[src/rtl/keypad_scanner_if.sv]
// Keypad matrix lines and debounced key outputs for one keypad_scanner instance.
// master = scanner side, slave = keypad/consumer side.
interface keypad_scanner_if;
  logic [3:0] row_in;
  logic [3:0] col_out;
  logic [3:0] keys;
  logic       key_valid;
  logic       key_strobe;

  modport master (input row_in, output col_out, keys, key_valid, key_strobe);
  modport slave  (output row_in, input col_out, keys, key_valid, key_strobe);
endinterface

[src/rtl/keypad_scanner.sv]
// 4x4 active-low keypad scanner with chord rejection and scan-based debounce.
// Optional auto-repeat strobes are enabled by defining KEYPAD_REPEAT_EN.
module keypad_scanner #(
  parameter int SCAN_DIV       = 25000,
  parameter int DEBOUNCE_SCANS = 4,
  parameter int REPEAT_SCANS   = 50
) (
  input  logic             CLOCK_25,
  input  logic             reset,
  keypad_scanner_if.master kp
);
  localparam int DIV_W = ($clog2(SCAN_DIV) < 2) ? 2 : $clog2(SCAN_DIV);
  localparam logic [DIV_W-1:0] DIV_LAST = DIV_W'(SCAN_DIV - 1);
  localparam logic [3:0] DEB_MAX  = 4'(DEBOUNCE_SCANS);
  localparam logic [7:0] RPT_LAST = 8'(REPEAT_SCANS - 1);
`ifdef KEYPAD_REPEAT_EN
  localparam bit REPEAT_EN = 1'b1;
`else
  localparam bit REPEAT_EN = 1'b0;
`endif

  function automatic logic [3:0] legend(input logic [3:0] idx);
    case (idx)
      4'd0:  legend = 4'h1;  4'd1:  legend = 4'h2;  4'd2:  legend = 4'h3;  4'd3:  legend = 4'hA;
      4'd4:  legend = 4'h4;  4'd5:  legend = 4'h5;  4'd6:  legend = 4'h6;  4'd7:  legend = 4'hB;
      4'd8:  legend = 4'h7;  4'd9:  legend = 4'h8;  4'd10: legend = 4'h9;  4'd11: legend = 4'hC;
      4'd12: legend = 4'hE;  4'd13: legend = 4'h0;  4'd14: legend = 4'hF;  default: legend = 4'hD;
    endcase
  endfunction

  logic [3:0]       row_meta_q, row_meta_d, row_sync_q, row_sync_d;
  logic [DIV_W-1:0] div_q, div_d;
  logic [1:0]       col_q, col_d;
  logic [15:0]      snap_q, snap_d;
  logic             scan_done_q, scan_done_d;
  logic             stored_valid_q, stored_valid_d;
  logic [3:0]       stored_code_q, stored_code_d;
  logic [3:0]       cnt_q, cnt_d;
  logic             commit_q, commit_d;
  logic [3:0]       keys_q, keys_d;
  logic             key_valid_q, key_valid_d;
  logic             key_strobe_q, key_strobe_d;
  logic [7:0]       rpt_q, rpt_d;

  logic [3:0] hit_idx;
  logic       cand_valid;
  logic [3:0] cand_code;
  logic       same_cand;

  // Candidate from the completed snapshot: exactly one pressed bit is a key, anything else is NONE.
  always_comb begin
    hit_idx = 4'd0;
    for (logic [4:0] i = 5'd0; i < 5'd16; i++) begin
      if (snap_q[i[3:0]]) hit_idx = i[3:0];
    end
    cand_valid = ($countones(snap_q) == 1);
    cand_code  = cand_valid ? legend(hit_idx) : 4'd0;
    same_cand  = (cand_valid == stored_valid_q) && (cand_code == stored_code_q);
  end

  always_comb begin
    row_meta_d     = kp.row_in;
    row_sync_d     = row_meta_q;
    div_d          = div_q;
    col_d          = col_q;
    snap_d         = snap_q;
    scan_done_d    = 1'b0;
    stored_valid_d = stored_valid_q;
    stored_code_d  = stored_code_q;
    cnt_d          = cnt_q;
    commit_d       = 1'b0;
    keys_d         = keys_q;
    key_valid_d    = key_valid_q;
    key_strobe_d   = 1'b0;
    rpt_d          = rpt_q;

    if (div_q == DIV_LAST) begin
      div_d                  = '0;
      col_d                  = col_q + 2'd1;
      snap_d[{2'd0, col_q}]  = ~row_sync_q[0];
      snap_d[{2'd1, col_q}]  = ~row_sync_q[1];
      snap_d[{2'd2, col_q}]  = ~row_sync_q[2];
      snap_d[{2'd3, col_q}]  = ~row_sync_q[3];
      scan_done_d            = (col_q == 2'd3);
    end else begin
      div_d = div_q + DIV_W'(1);
    end

    // A commit is requested only on the scan where the count first lands on the threshold.
    if (scan_done_q) begin
      if (same_cand) begin
        if (cnt_q != DEB_MAX) cnt_d = cnt_q + 4'd1;
      end else begin
        stored_valid_d = cand_valid;
        stored_code_d  = cand_code;
        cnt_d          = 4'd1;
      end
      commit_d = (cnt_d == DEB_MAX) && (!same_cand || cnt_q != DEB_MAX);
    end

    if (commit_q) begin
      keys_d       = stored_valid_q ? stored_code_q : 4'd0;
      key_valid_d  = stored_valid_q;
      key_strobe_d = stored_valid_q && !(key_valid_q && keys_q == stored_code_q);
      rpt_d        = '0;
    end else if (REPEAT_EN && scan_done_q && key_valid_q) begin
      if (rpt_q >= RPT_LAST) begin
        rpt_d        = '0;
        key_strobe_d = 1'b1;
      end else begin
        rpt_d = rpt_q + 8'd1;
      end
    end
  end

  always_ff @(posedge CLOCK_25 or posedge reset) begin
    if (reset) begin
      row_meta_q     <= 4'hF;
      row_sync_q     <= 4'hF;
      div_q          <= '0;
      col_q          <= 2'd0;
      snap_q         <= '0;
      scan_done_q    <= 1'b0;
      stored_valid_q <= 1'b0;
      stored_code_q  <= 4'd0;
      cnt_q          <= 4'd0;
      commit_q       <= 1'b0;
      keys_q         <= 4'd0;
      key_valid_q    <= 1'b0;
      key_strobe_q   <= 1'b0;
      rpt_q          <= 8'd0;
    end else begin
      row_meta_q     <= row_meta_d;
      row_sync_q     <= row_sync_d;
      div_q          <= div_d;
      col_q          <= col_d;
      snap_q         <= snap_d;
      scan_done_q    <= scan_done_d;
      stored_valid_q <= stored_valid_d;
      stored_code_q  <= stored_code_d;
      cnt_q          <= cnt_d;
      commit_q       <= commit_d;
      keys_q         <= keys_d;
      key_valid_q    <= key_valid_d;
      key_strobe_q   <= key_strobe_d;
      rpt_q          <= rpt_d;
    end
  end

  assign kp.col_out    = ~(4'b0001 << col_q);
  assign kp.keys       = keys_q;
  assign kp.key_valid  = key_valid_q;
  assign kp.key_strobe = key_strobe_q;
endmodule
[src/flat_wrapper.sv]
// flat-port wrapper written by rule: the top's interface ports become plain ports
module keypad_scanner_flat 
#(
  parameter int SCAN_DIV       = 25000,
  parameter int DEBOUNCE_SCANS = 4,
  parameter int REPEAT_SCANS   = 50
)
  (CLOCK_25, reset, kp_row_in, kp_col_out, kp_keys, kp_key_valid, kp_key_strobe);
  keypad_scanner_if kp_i ();
  input  logic CLOCK_25;
  input  logic reset;
  input wire logic [$bits(kp_i.row_in)-1:0] kp_row_in;
  output wire logic [$bits(kp_i.col_out)-1:0] kp_col_out;
  output wire logic [$bits(kp_i.keys)-1:0] kp_keys;
  output wire logic [$bits(kp_i.key_valid)-1:0] kp_key_valid;
  output wire logic [$bits(kp_i.key_strobe)-1:0] kp_key_strobe;
  assign kp_i.row_in = kp_row_in;
  assign kp_col_out = kp_i.col_out;
  assign kp_keys = kp_i.keys;
  assign kp_key_valid = kp_i.key_valid;
  assign kp_key_strobe = kp_i.key_strobe;
  keypad_scanner #(.SCAN_DIV(SCAN_DIV), .DEBOUNCE_SCANS(DEBOUNCE_SCANS), .REPEAT_SCANS(REPEAT_SCANS)) u_core (.CLOCK_25(CLOCK_25), .reset(reset), .kp(kp_i));
endmodule
[config.mk]
export PLATFORM = sky130hd
export DESIGN_NAME = keypad_scanner_flat
export DESIGN_NICKNAME = d
export VERILOG_FILES = /design/src/rtl/keypad_scanner_if.sv /design/src/rtl/keypad_scanner.sv /design/src/flat_wrapper.sv
export SDC_FILE = /design/constraint.sdc
export NUM_CORES = 1
export LEC_CHECK = 0
export CAP_MARGIN = 20
export CORE_UTILIZATION = 50
export DETAILED_ROUTE_END_ITERATION = 12
export HOLD_SLACK_MARGIN = 0.06
export PLACE_DENSITY_LB_ADDON = 0.25
export SETUP_SLACK_MARGIN = 0.02
export SYNTH_ARGS = -nofsm -noshare
export SYNTH_HDL_FRONTEND = slang
export SYNTH_SLANG_ARGS = --single-unit
export TNS_END_PERCENT = 100
[constraint.sdc]
create_clock -name CLOCK_25 -period 5.8 [get_ports CLOCK_25]
set_input_delay 0.58 -clock CLOCK_25 [delete_from_list [all_inputs] [get_ports CLOCK_25]]
set_output_delay 0.58 -clock CLOCK_25 [all_outputs]
set_load 0.005 [all_outputs]
==> results.md <==
* Setup Crit Path Kind: flop to flop
* Endpoint class of the critical path: flop
* Net count after synthesis at 405
* Pint at 0.623 mW
* Worst setup margin at 0.216 ns
* Flops & latches, synth at 58
* First-pass GRT wire length at 11.4 mm
* Grt total ovfl at 0
* Period minus WS final at 5.58 ns
* Worst skew pair latency at 0.34 ns
* CTS tree: yes
* Drt total wl at 6.42 mm
* F_max at 179 MHz
* Drc violations at 0
* Synth area leaders: dfrtp_1 (35%), ha_1 (9.6%), fa_1 (6.2%)
* Max-slew violations at 0
* Post-Syn Area at 3530 µm²
* Setup_tns at 0 ns
* Worst Skew at 0.00803 ns
* Final ANT Viol Nets at 0
* Max transition margin at 0.521
* Arrival time at the worst endpoint at 5.81 ns
* Sw Ratio at 0.217
* Via count at 2,571
* RSZ-0062 raised after global routing: false
* Wirelength per Cell at 13.3 µm
* Nets at 427
* Layout cells sized above 1 at 0.134
* Endpoints failing setup at 0
* Avg Inst Size Synth at 9.79 µm²
* Synth Flop Type: dfrtp_1
* Die height at 86.1 µm
* Number of global-route vias before repair at 2,482
* Die area at 7410 µm²
* Cell variety after synth at 60
* CTS Root Cell: clkbuf_8
* Core Box Area at 6790 µm²
* Reg2reg start: u_core.snap_q[14]$_DFFE_PP0P_
* Worst-Margin Slew at 0.718 ns
* Post-route cell area at 4020 µm²
* Status: finished, final reports clean
* Max-Cap Viols at 0
* Hold slack at 0.356 ns
* Sequential power share at 0.517
* Peak supply drop at 0.177 mV
* Critical Path Start: u_core.snap_q[14]$_DFFE_PP0P_
* Die Wd at 86.1 µm
* Initial Utilization at 0.520
* Via/cell ratio at 5.31
* Top-area cell type share of the netlist area at 0.354
* Hold Crit Start: u_core.row_meta_q[2]$_DFF_PP1_
* Clock share of power at 0.468
* Number of iterations in the first detailed-routing pass at 4
* Crit Path Max Fanout at 7
* EDFF count, synth at 0
* Startpoint types: flop
* IO Port Bufs at 15
* P_sw at 0.173 mW
* Initial antenna violation count at 0
* Area growth, synth to finish at 13.9%
* Post-synth top area cell: dfrtp_1
* Longest Clk Path Bufs at 2
* Cell Pwr Density at 198 nW/µm²
* Total GRT Usage at 0.200
* Number of DRC markers in iteration 0 at 99
* Yosys warnings at 0
* Cts bufs inserted at 9
* Largest net degree at the start of global routing at 59
* Row Count at 30
* Cells after Synth at 361
* Comb pwr share at 0.014
* H-tree lvl count at 3
* Post-detail-place hpwl at 4.71 mm
* DP Area at 3790 µm²
* Tot Pwr at 0.796 mW
* Final clock period utilization by the worst path at 0.963
* GP Congestion at 0.849
* Pre-CTS setup slack at 0.0941 ns
* Sequential fraction of the synthesis area at 0.414
* Async S/R FF share, synth at 1.00
* Fin. Hold Viols at 0
* Critical path data required time at 6.03 ns
* Clk sink count at 58
* # IOs at 16
* Number of diodes at 0
* Static leakage at 1.88 nW
* Clock Pin Slew Worst Setup and Hold Paths at 0.07 ns
* Hold crit path type: flop to flop
* Hold_buf cts at 0
-- logic make-up after synthesis --
| group | Yosys count | synth area share |
|---|---|---|
| simple gates | 118 | 0.188 |
| compound gates | 65 | 0.117 |
| buf+inv | 60 | 0.0641 |
| flops | 58 | 0.414 |
| fa+ha+maj | 38 | 0.158 |
| xor+xnor | 17 | 0.0421 |
| mux | 5 | 0.0170 |
-- area by class of cell --
class                   instances  area [µm²]
inverters                      48         180
flip-flops and latches         58        1470
fillers                       567        2770
multi-input cells             243        1850
well taps                      96         120
clock inverters                 4        51.3
clock buffers                  12         145
repair buffers                 23         210
-- Yosys cell counts, drive strengths merged, types with 3 or more instances --
cell type  number
nand3          17
nor3b           5
nand2          16
dfstp           8
nor4            8
and3            5
clkbuf         10
a21oi          28
dfrtp          50
or2             3
xnor2           7
fa             11
and2            5
nor3            7
mux2i           3
xor2           10
or3             4
inv            48
ha             27
nor4b           3
o21ai          13
nor2           34
a31oi           4
-- path summary, 6_finish.rpt --
kind / to / slack [ns] / depth (start not counted)
worst max-delay path: u_core.stored_code_q[3]$_DFFE_PP0P_ / 0.22 / 16
worst min-delay path: u_core.row_sync_q[2]$_DFF_PP1_ / 0.36 / 0
worst max register to register: u_core.stored_code_q[3]$_DFFE_PP0P_ / 0.22 / 16
worst min register to register: u_core.row_sync_q[2]$_DFF_PP1_ / 0.36 / 0
max in group asynchronous: u_core.snap_q[9]$_DFFE_PP0P_ / 4.52 / 3
min in group asynchronous: u_core.div_q[10]$_DFF_PP0_ / 0.75 / 3
-- cell usage in the layout, fill, tap and decap left out, types with 2 or more instances in the layout --
master           count
or2_2                2
nor2b_1              2
fa_1                11
o21ai_1              3
dfrtp_2              3
o21ai_0             10
mux2_4               2
nor4b_1              3
a211oi_1             2
buf_4                8
a211o_1              2
ha_1                27
and2_1               5
xor2_1              10
clkbuf_8            10
nor2_1              34
nand2_1             15
nand3_1             17
and3_1               5
nor4_1               5
clkbuf_1             2
mux2i_1              2
or3_1                3
o22ai_1              2
nor3b_1              4
dfrtp_1             47
clkdlybuf4s50_1     15
inv_2                2
a21oi_1             27
nor3_1               6
inv_1               46
o21a_1               2
nor4_2               2
or3b_1               2
dfstp_2              8
xnor2_1              7
a31oi_1              4
or4_1                2
-- power by group through the flow --
| stage | clock network, mW | logic (mW) | registers [mW] |
|---|---|---|---|
| after global routing | 0.400 | 0.0136 | 0.412 |
| after CTS | 0.384 | 0.0125 | 0.412 |
| final | 0.373 | 0.0115 | 0.412 |
| after floorplan | 0 | 0.00599 | 0.418 |
| after global placement | 0 | 0.0120 | 0.419 |
| after detailed placement | 0 | 0.0126 | 0.419 |
-- per-layer routing --
metal / up-vias / share of wire / GRT usage
met1: 1241 / 0.47 / 0.261
met3: 10 / 0.036 / 0.0491
met5: - / 0 / 0
met4: 0 / 0.012 / 0.0712
met2: 47 / 0.48 / 0.324
li1: 1273 / - / -
-- worst max-delay path: stages, from the launching register on --
cell and delay (ns):
dfrtp_1 0.38, ha_1 0.29, inv_1 0.05, fa_1 0.46, fa_1 0.50, fa_1 0.54, inv_1 0.06, fa_1 0.49
ha_1 0.25, fa_1 0.45, or4b_1 0.53, or2_4 0.28, or3_1 0.36, mux2i_2 0.21, nor4_4 0.10, a21oi_4 0.21
mux2_4 0.31
-- registers in the layout, indices dropped and copies added (netlist names), 2 cells and up --
signal                flops
u_core.kp.keys            4
u_core.col_q              2
u_core.snap_q            16
u_core.row_sync_q         4
u_core.div_q             15
u_core.stored_code_q      4
u_core.row_meta_q         4
u_core.cnt_q              4
-- metrics by stage --
stage                     instances  utilization
final                           484        0.592
after global placement          465        0.559
after floorplan                 361            -
after global routing            484        0.592
after detailed placement        465        0.559
after CTS                       481        0.587
-- timing repair --
| item | CTS | global route |
|---|---|---|
| endpoints found under the setup margin | 0 | 5 |
| hold endpoints to repair | 0 | 0 |
| resized for setup | 0 | 5 |
| buffers inserted | 0 | 3 |
Note: power is estimated with default switching activity, not from simulation.
